### config.mk
export PLATFORM = sky130hd
export DESIGN_NAME = instruction_fetch_flat
export DESIGN_NICKNAME = d
export VERILOG_FILES = /design/src/rtl/mips_pkg.sv /design/src/rtl/instruction_fetch_if.sv /design/src/rtl/if_id_reg.sv /design/src/rtl/instruction_fetch.sv /design/src/flat_wrapper.sv
export SDC_FILE = /design/constraint.sdc
export NUM_CORES = 1
export LEC_CHECK = 0
export ABC_AREA = 0
export CAP_MARGIN = 20
export CORE_ASPECT_RATIO = 0.7
export CORE_MARGIN = 3
export CORE_UTILIZATION = 35
export DETAILED_ROUTE_END_ITERATION = 6
export PLACE_DENSITY = 0.6
export RECOVER_POWER = 50
export SLEW_MARGIN = 20
export SYNTH_ARGS = -nofsm -noshare
export SYNTH_HDL_FRONTEND = slang
export SYNTH_HIERARCHICAL = 1
export SYNTH_SLANG_ARGS = --single-unit
### constraint.sdc
create_clock -name clk -period 5.5 [get_ports clk]
set_input_delay 1.1 -clock clk [delete_from_list [all_inputs] [get_ports clk]]
set_output_delay 1.1 -clock clk [all_outputs]
set_load 0.1 [all_outputs]
### src/rtl/mips_pkg.sv
// Shared definitions for the pipelined MIPS core: fetch state encoding,
// the NOP word and a PC legality helper.
package mips_pkg;

  typedef enum logic [1:0] {
    BOOT = 2'd0,
    RUN  = 2'd1,
    HALT = 2'd2
  } fetch_state_t;

  localparam logic [31:0] NOP_WORD   = 32'h0000_0000;
  localparam logic [31:0] WORD_BYTES = 32'd4;

  // A fetch address is usable only if word-aligned and inside instruction memory.
  function automatic logic pc_legal(input logic [31:0] addr, input logic [31:0] last_pc);
    return (addr[1:0] == 2'b00) && (addr <= last_pc);
  endfunction

endpackage

### src/rtl/instruction_fetch_if.sv
// Bus between the fetch stage, instruction memory, hazard/branch logic and decode.
interface instruction_fetch_if;
  import mips_pkg::*;

  logic        stall;
  logic        redirect;
  logic [31:0] redirect_pc;
  logic [31:0] pc_address;
  logic [31:0] ir;
  logic [31:0] if_id_instr;
  logic [31:0] if_id_pc4;
  logic        if_id_valid;
  logic        halted;
  logic        fetch_err;

  modport master (
    input  stall, redirect, redirect_pc, ir,
    output pc_address, if_id_instr, if_id_pc4, if_id_valid, halted, fetch_err
  );

  modport slave (
    output stall, redirect, redirect_pc, ir,
    input  pc_address, if_id_instr, if_id_pc4, if_id_valid, halted, fetch_err
  );

endinterface

### src/rtl/if_id_reg.sv
// IF/ID pipeline register with bubble (flush), hold (stall) and load controls.
// Bubble wins over hold, hold wins over load.
module if_id_reg
  import mips_pkg::*;
(
  input  logic        clk,
  input  logic        rst_n,
  input  logic        hold,
  input  logic        bubble,
  input  logic        load,
  input  logic [31:0] next_instr,
  input  logic [31:0] next_pc4,
  output logic [31:0] instr,
  output logic [31:0] pc4,
  output logic        valid
);

  always_ff @(posedge clk or negedge rst_n) begin
    if (!rst_n) begin
      instr <= NOP_WORD;
      pc4   <= '0;
      valid <= 1'b0;
    end else if (bubble) begin
      instr <= NOP_WORD;
      pc4   <= '0;
      valid <= 1'b0;
    end else if (!hold && load) begin
      instr <= next_instr;
      pc4   <= next_pc4;
      valid <= 1'b1;
    end
  end

endmodule

### src/rtl/instruction_fetch.sv
// Fetch stage: owns the PC, presents it to instruction memory and feeds IF/ID.
// Handles redirect, stall, halt word and running off the end of memory.
module instruction_fetch
  import mips_pkg::*;
#(
  parameter logic [31:0] RESET_PC   = 32'h0000_0000,
  parameter int          IMEM_WORDS = 8192,
  parameter logic [31:0] HALT_WORD  = 32'hFFFF_FFFF
) (
  input  logic                clk,
  input  logic                rst_n,
  instruction_fetch_if.master bus
);

  localparam logic [31:0] LAST_PC = 32'(IMEM_WORDS) * WORD_BYTES - WORD_BYTES;

  fetch_state_t state, state_next;
  logic [31:0]  pc, pc_next, pc_plus4;
  logic         fetch_err, err_next;
  logic         end_pending, end_next;
  logic         ifid_load, ifid_bubble;

  assign pc_plus4 = pc + WORD_BYTES;

  always_ff @(posedge clk or negedge rst_n) begin
    if (!rst_n) begin
      state       <= BOOT;
      pc          <= RESET_PC;
      fetch_err   <= 1'b0;
      end_pending <= 1'b0;
    end else begin
      state       <= state_next;
      pc          <= pc_next;
      fetch_err   <= err_next;
      end_pending <= end_next;
    end
  end

  // end_pending marks that the last word of memory was just delivered,
  // so the following non-stalled edge halts with an error instead of wrapping.
  always_comb begin
    state_next  = state;
    pc_next     = pc;
    err_next    = fetch_err;
    end_next    = end_pending;
    ifid_load   = 1'b0;
    ifid_bubble = 1'b0;
    case (state)
      BOOT: state_next = RUN;
      RUN: begin
        if (bus.redirect) begin
          ifid_bubble = 1'b1;
          end_next    = 1'b0;
          if (pc_legal(bus.redirect_pc, LAST_PC)) begin
            pc_next = bus.redirect_pc;
          end else begin
            state_next = HALT;
            err_next   = 1'b1;
          end
        end else if (bus.stall) begin
          ifid_load = 1'b0;
        end else if (end_pending) begin
          state_next  = HALT;
          err_next    = 1'b1;
          ifid_bubble = 1'b1;
        end else if (bus.ir == HALT_WORD) begin
          state_next  = HALT;
          ifid_bubble = 1'b1;
        end else begin
          ifid_load = 1'b1;
          if (pc_plus4 > LAST_PC || pc_plus4 < pc) begin
            end_next = 1'b1;
          end else begin
            pc_next = pc_plus4;
          end
        end
      end
      default: state_next = HALT;
    endcase
  end

  if_id_reg u_if_id_reg (
    .clk        (clk),
    .rst_n      (rst_n),
    .hold       (bus.stall),
    .bubble     (ifid_bubble),
    .load       (ifid_load),
    .next_instr (bus.ir),
    .next_pc4   (pc_plus4),
    .instr      (bus.if_id_instr),
    .pc4        (bus.if_id_pc4),
    .valid      (bus.if_id_valid)
  );

  assign bus.pc_address = pc;
  assign bus.halted     = (state == HALT);
  assign bus.fetch_err  = fetch_err;

endmodule

### src/flat_wrapper.sv
// flat-port wrapper written by rule: the top's interface ports become plain ports
module instruction_fetch_flat import mips_pkg::*;
#(
  parameter logic [31:0] RESET_PC   = 32'h0000_0000,
  parameter int          IMEM_WORDS = 8192,
  parameter logic [31:0] HALT_WORD  = 32'hFFFF_FFFF
)
  (clk, rst_n, bus_stall, bus_redirect, bus_redirect_pc, bus_ir, bus_pc_address, bus_if_id_instr, bus_if_id_pc4, bus_if_id_valid, bus_halted, bus_fetch_err);
  instruction_fetch_if bus_i ();
  input  logic clk;
  input  logic rst_n;
  input wire logic [$bits(bus_i.stall)-1:0] bus_stall;
  input wire logic [$bits(bus_i.redirect)-1:0] bus_redirect;
  input wire logic [$bits(bus_i.redirect_pc)-1:0] bus_redirect_pc;
  input wire logic [$bits(bus_i.ir)-1:0] bus_ir;
  output wire logic [$bits(bus_i.pc_address)-1:0] bus_pc_address;
  output wire logic [$bits(bus_i.if_id_instr)-1:0] bus_if_id_instr;
  output wire logic [$bits(bus_i.if_id_pc4)-1:0] bus_if_id_pc4;
  output wire logic [$bits(bus_i.if_id_valid)-1:0] bus_if_id_valid;
  output wire logic [$bits(bus_i.halted)-1:0] bus_halted;
  output wire logic [$bits(bus_i.fetch_err)-1:0] bus_fetch_err;
  assign bus_i.stall = bus_stall;
  assign bus_i.redirect = bus_redirect;
  assign bus_i.redirect_pc = bus_redirect_pc;
  assign bus_i.ir = bus_ir;
  assign bus_pc_address = bus_i.pc_address;
  assign bus_if_id_instr = bus_i.if_id_instr;
  assign bus_if_id_pc4 = bus_i.if_id_pc4;
  assign bus_if_id_valid = bus_i.if_id_valid;
  assign bus_halted = bus_i.halted;
  assign bus_fetch_err = bus_i.fetch_err;
  instruction_fetch #(.RESET_PC(RESET_PC), .IMEM_WORDS(IMEM_WORDS), .HALT_WORD(HALT_WORD)) u_core (.clk(clk), .rst_n(rst_n), .bus(bus_i));
endmodule
Word-level counts from Yosys, hierarchy flattened
Index checks and enable logic that the tools add are counted.

storage, ports and cells
  output and inout bits = 99
  bits in writable memories = 0
  memories = 0
  latch bits = 0
  word-level logic and storage cells = 72
  memory bits (read-only) = 0
  input bits = 68
  register bits after elaboration = 101

operators by class
  reduce and logical (&&, ||, !) cells = 12
  eq/ne operators = 12
  add/subtract/negate cells = 1
  $lt $le $gt $ge = 3
  shifts and indexed selects = 0
  bitwise logic cells = 0
  div/mod/pow operators = 0
  multiply operators = 0
  mux-type cells = 37

operator list
  kind                                                                                number
  32-bit 2-to-1 mux                                                                   10
  32-bit by 3-bit adder with 32-bit output (second input constant)                    1
  32-bit equality test (second input constant)                                        1
  32-bit by 15-bit greater-than comparator with 1-bit output (second input constant)  1
  32-bit by 15-bit <= comparator with 1-bit output (second input constant)            1
  32-bit < comparator                                                                 1
  1-bit 2-to-1 mux                                                                    21
  2-bit 2-to-1 mux                                                                    5
  2-bit != test (second input constant)                                               4
  3-bit != test (second input constant)                                               2
  6-bit AND reduction                                                                 1
  2-bit logical NOT                                                                   2
  2-bit by 1-bit != test with 1-bit output (second input constant)                    2
  4-bit by 2-bit != test with 1-bit output (second input constant)                    1
  2-bit one-hot mux with 2 select lines                                               1
  4-bit AND reduction                                                                 1
  2-bit nonzero test                                                                  2
  3-bit AND reduction                                                                 1
  2-bit by 1-bit equality test with 1-bit output (second input constant)              1
  2-bit equality test (second input constant)                                         1
  1-bit logical AND                                                                   2
  2-bit AND reduction                                                                 1
  1-bit logical NOT                                                                   1
  1-bit logical OR                                                                    1

Longest topological paths before layout
  depth in word-level cells = 9
  mapped depth = 20
  depth with buffers taken out = 18

Cells and area by module
Netlist, hierarchy kept.

by module, submodules not included
  module             seq. area each (sq um)  area an instance (sq um)  cells each  instances
  if_id_reg          1626.6                  3392.0                    294         1
  instruction_fetch  900.9                   3041.7                    377         1

Worst setup path after synthesis
OpenSTA, ideal clock, no wires.

  path kind = register to register
  start = register u_core.pc[7] (netlist: u_core/bus.pc_address[7])
  end = register u_core.pc[2] (netlist: u_core/bus.pc_address[2])
  data required time = 5374 ps
  stages on the path, launching flop included = 21
  buffers on the path = 2
  arrival time = 4737 ps
  library setup time = 126 ps
  slack = 636 ps
  clock period less this slack = 4864 ps
  path through = dfrtp_1 > clkbuf_1 > nand3_1 > nor3_1 > and2_1 > nand4_1 > nor3_1 > nand4_1 > nor2_1 > ha_1 > xor2_1 > and2_1 > nand2_1 > a21oi_1 > or4_1 > nand3_1 > o31ai_2 > a31oi_4 > nor2_4 > buf_6 > o32a_1

on the way
  word-level cells in the longest chain between the ends = 5
  elaborated cells on any way between the ends = 6
  classes of those cells = add/sub (1); order compare (2); eq/ne (1); reduce/logical (2)

RTL lines
  element                                                                                                   line                     RTL
  start, declared                                                                                           instruction_fetch.sv:18  logic [31:0] pc, pc_next, pc_plus4;
  start signal, assigned                                                                                    instruction_fetch.sv:33  pc <= pc_next;
  32-bit by 3-bit adder with 32-bit output                                                                  instruction_fetch.sv:23  assign pc_plus4 = pc + WORD_BYTES;
  32-bit by 15-bit greater-than comparator with 1-bit output / 32-bit < comparator (equally long branches)  instruction_fetch.sv:71  if (pc_plus4 > LAST_PC || pc_plus4 < pc) begin
  1-bit logical OR (*)                                                                                      instruction_fetch.sv:71
  2-bit != test (no line) (*)                                                                               n/a
  6-bit AND reduction (no line) (*)                                                                         n/a

Every way passes the cells marked *; elsewhere a longest branch is shown, timed or not.
A chain may end at the register's enable or synchronous reset.

Final worst setup path
  start = register u_core.pc[7] (netlist: u_core/bus.pc_address[7])
  end = register u_core.pc[14] (netlist: u_core/bus.pc_address[14])

on the way
  word-level cells in the longest chain between the ends = 6
  elaborated cells on any way between the ends = 11
  classes of those cells = add/sub (1); order compare (2); eq/ne (1); mux (5); reduce/logical (2)

RTL lines
  element
  parallel branches: the longest is 6 deep, another holds 32-bit by 3-bit adder with 32-bit output

Parallel ways; which one is timed is not known. The select of a mux whose other input is x is not followed.

==> reports/qor.yml <==
min_path_type: "reg -> reg"
floorplan.core_area_sq_um: 17600
critPathCaptureType: "register"
clkLatencyLatePin_ns: 0.35
ys.warnings.count: 6
timing.max_cap.violations: 1
report.final.hold_viol_count: 0
ratio_of_cells_with_drive_above_1_in_the_final_layout: 0.0506
switching_power_of_the_nets_mw: 0.687
yosys.area_share.simple: 0.315
grt_max_degree: 70
muxShareOfSynthArea: 0.0257
place.detailed.hpwl_um: 14600
post_synth_fa_ha_maj_area_fraction: 0.0311
cts_max_path_buffers: 2
result_of_the_run: "complete, but fails checks"
yosys_most_used_dff: "sky130_fd_sc_hd__dfrtp_1"
synth_seq_cells: 101
comb_power_share: 0.246
synth.distinct_cells: 57
kind_of_critical_path: "reg -> reg"
antenna_violating_nets_post_route: 0
switching_share: 0.359
drtIter0Drc: 513
net_count_of_the_mapped_netlist: 755
cts-buffers-inserted: 9
crit_path_max_fanout: 19
max_slew.worst_pin.slew_ns: 2.81
first_global_vias: 5528
n_fill_cell: 1645
port_buffers: 166
synth_top_family_by_area: "simple AND/OR/NAND/NOR gates"
cpMostUsedCell: "sky130_fd_sc_hd__nand4_1"
cp_required_ns: 5.78
cts.sink_count: 101
detail_route.vias_per_cell: 5.47
drt_pass1_iterations: 5
layout_min_cycle_time_ns: 4.84
ctsHtreeMaxLevel: 3
grt_pass1_wl_um: 32200
power_density_nw_per_um2: 228
total_leakage_power_nw: 3.54
clkSlewWorstSetupHoldPaths_ns: 0.08
boundaryPins: 167
fin_cells: 1041
antenna_found_initial: 0
setup.worst_path.start_class: "register"
finalHoldWorstSlack_ns: 0.512
path_cells: "nand3_1 > nor3_1 > and2_1 > nand4_1 > nor3_1 > nand4_1 > nor2_1 > ha_1 > nand4_1 > a211oi_1 > nand4_1 > nor4_1 > nand2_1 > o31ai_2 > a31oi_4 > nor2_4 > buf_4 > mux2i_1"
layout_worst_path_cycle_share: 0.880
die_area_sq_um: 20100
synth-compound-area-share: 0.118
syn_avg_cell_area_sq_um: 9.59
rows: 40
fmax_ghz: 0.207
synth_xor_xnor_area_share: 0.0327
finalMaxSlewViolations: 50
insertedDiodeCount: 0
route.detailed.wl_per_inst_um: 19.6
area_added_between_synthesis_and_finish_pct: 30.2
fin_worst_skew_ns: 0.00711
cts_tree: "yes"
synth_enable_flop_cells: 0
place.detailed.instances: 1025
synthesized_instance_count: 671
crit_slowest_cell: "sky130_fd_sc_hd__dfrtp_1"
globalplace.congestion: 0.883
design.final.nets: 889
post-cts-setup-buffer-count: 0
layout_setup_ws_ns: 0.658
unrepaired_setup_endpoints_after_global_routing: "no"
timing.setup.tns_ns: 0
violated_checks: "capacitance limit, slew limit"
worstPathArrival_ns: 5.12
start_util: 0.366
ys_seq_area_frac: 0.393
max_stage_delay_ns: 0.49
total_routing_usage_reported_by_global_routing: 0.201
share_seq_of_total_power: 0.420
slew_headroom: -0.876
power_mw: 1.91
internal_power_mw: 1.22
detail_route.drc_violations: 0
mappedNetlistArea_sq_um: 6430
cts_root_buf: "sky130_fd_sc_hd__clkbuf_16"
async_reset_ff_frac: 1.00
postRouteWirelength_um: 20400
dieWidth_um: 168
vias: 5696
setup_viol_count_final: 0
maximum_vdd_drop_mv: 0.131
ctsResizeCount: 0
preCtsSetupSlack_ns: 0.769
die_height_um: 119
grt.overflow.total: 0
pwr-share-clk: 0.334
cts_hold_buffers: 0
stage by stage:
step	utilization	area, sq um
floorplan	-	6430
detailed placement	0.460	8080
CTS	0.477	8380
finish	0.477	8370
global placement	0.460	8080
global route	0.477	8370
flip-flops by register name, summed over array words and instances (netlist names):
register / cells
u_core/u_if_id_reg/pc4: 32
u_core/bus.pc_address: 32
u_core/u_if_id_reg/instr: 32
u_core/state: 2
u_core/bus.fetch_err: 1
u_core/u_if_id_reg/valid: 1
u_core/end_pending: 1
Yosys cell counts (7+ instances only):
| cell type | number | area share |
|---|---|---|
| sky130_fd_sc_hd__nor2_1 | 33 | 0.019 |
| sky130_fd_sc_hd__inv_1 | 42 | 0.025 |
| sky130_fd_sc_hd__nand4_1 | 22 | 0.021 |
| sky130_fd_sc_hd__nand4bb_1 | 64 | 0.11 |
| sky130_fd_sc_hd__nand2b_1 | 66 | 0.064 |
| sky130_fd_sc_hd__nor4_1 | 12 | 0.012 |
| sky130_fd_sc_hd__mux2i_1 | 12 | 0.019 |
| sky130_fd_sc_hd__xnor2_1 | 10 | 0.014 |
| sky130_fd_sc_hd__o21ai_0 | 17 | 0.013 |
| sky130_fd_sc_hd__nand2_1 | 27 | 0.016 |
| sky130_fd_sc_hd__xor2_1 | 14 | 0.019 |
| sky130_fd_sc_hd__o31ai_1 | 8 | 0.0093 |
| sky130_fd_sc_hd__buf_6 | 15 | 0.026 |
| sky130_fd_sc_hd__nand3_1 | 13 | 0.010 |
| sky130_fd_sc_hd__a211oi_1 | 7 | 0.0082 |
| sky130_fd_sc_hd__clkbuf_1 | 14 | 0.0082 |
| sky130_fd_sc_hd__nor3_1 | 10 | 0.0078 |
| sky130_fd_sc_hd__and3_1 | 10 | 0.0097 |
| sky130_fd_sc_hd__nor2b_1 | 9 | 0.0088 |
| sky130_fd_sc_hd__dfrtp_1 | 101 | 0.39 |
| sky130_fd_sc_hd__o21ai_1 | 60 | 0.047 |
| sky130_fd_sc_hd__buf_2 | 16 | 0.012 |
| sky130_fd_sc_hd__a21oi_1 | 15 | 0.012 |
| sky130_fd_sc_hd__ha_1 | 16 | 0.031 |
path summary, 6_finish.rpt:
kind	from	endpoint	slack, ns	cells after the start
max in group asynchronous	rst_n	u_core/bus.pc_address[22]$_DFFE_PN0P_	1.36	2
min	u_core/u_if_id_reg/valid$_DFFE_PN0P_	u_core/u_if_id_reg/valid$_DFFE_PN0P_	0.51	1
max reg2reg	u_core/bus.pc_address[7]$_DFFE_PN0P_	u_core/bus.pc_address[14]$_DFFE_PN0P_	0.66	18
min in group asynchronous	rst_n	u_core/bus.pc_address[5]$_DFFE_PN0P_	1.64	1
max	u_core/bus.pc_address[7]$_DFFE_PN0P_	u_core/bus.pc_address[14]$_DFFE_PN0P_	0.66	18
min reg2reg	u_core/u_if_id_reg/valid$_DFFE_PN0P_	u_core/u_if_id_reg/valid$_DFFE_PN0P_	0.51	1
cell type report:
| cell class | instances | area [sq um] | area share |
|---|---|---|---|
| well taps | 231 | 289 | 0.0345 |
| multi-input cells | 475 | 3370 | 0.402 |
| clock inverters | 7 | 71.3 | 0.00852 |
| inverters | 42 | 158 | 0.0188 |
| clock buffers | 9 | 225 | 0.0269 |
| flip-flops and latches | 101 | 2530 | 0.302 |
| repair buffers | 176 | 1740 | 0.208 |
cell usage in the layout, fill, tap and decap left out, drive strengths merged, types with 7 or more instances in the layout:
cell type        n
buf             10
nor2            34
clkdlybuf4s50  117
dlygate4sd3     47
clkbuf          11
nand3           13
a21oi           15
o21ai           77
nor3            10
nand2           27
mux2i           12
xor2            14
nor4            12
ha              16
o31ai            9
nand4bb         64
xnor2           10
dfrtp          101
and3            10
nor2b           10
nand2b          66
inv             44
nand4           23
a211oi           7
per-layer routing:
layer,vias to the layer above,GRT usage,wire [um]
met1,2801,0.319,10600
met2,204,0.278,8370
met5,-,0,0
met3,13,0.0445,1290
li1,2678,-,-
met4,0,0.0332,174
power groups by stage:
stage	registers (mW)	logic, mW	clock network (mW)
2_1_floorplan	1.06	0.0799	0
3_3_place_gp	0.817	0.479	0
3_5_place_dp	0.819	0.481	0
4_1_cts	0.805	0.482	0.663
5_1_grt	0.808	0.491	0.689
6_report	0.803	0.470	0.638
critical path, delay by kind of cell (launching register included):
family,cells,cell delay (ns)
AO/OA/AOI/OAI,3,0.81
adder cells (fa/ha/maj),1,0.20
buffers and inverters,1,0.32
flip-flops,1,0.49
multiplexers,1,0.21
AND/OR/NAND/NOR,12,2.74
kinds of logic after synthesis:
family | after synthesis
compound gates | 126
xor+xnor | 24
fa+ha+maj | 16
buf+inv | 95
flops | 101
mux | 16
simple gates | 293
Power figures use the tool's default switching activity.
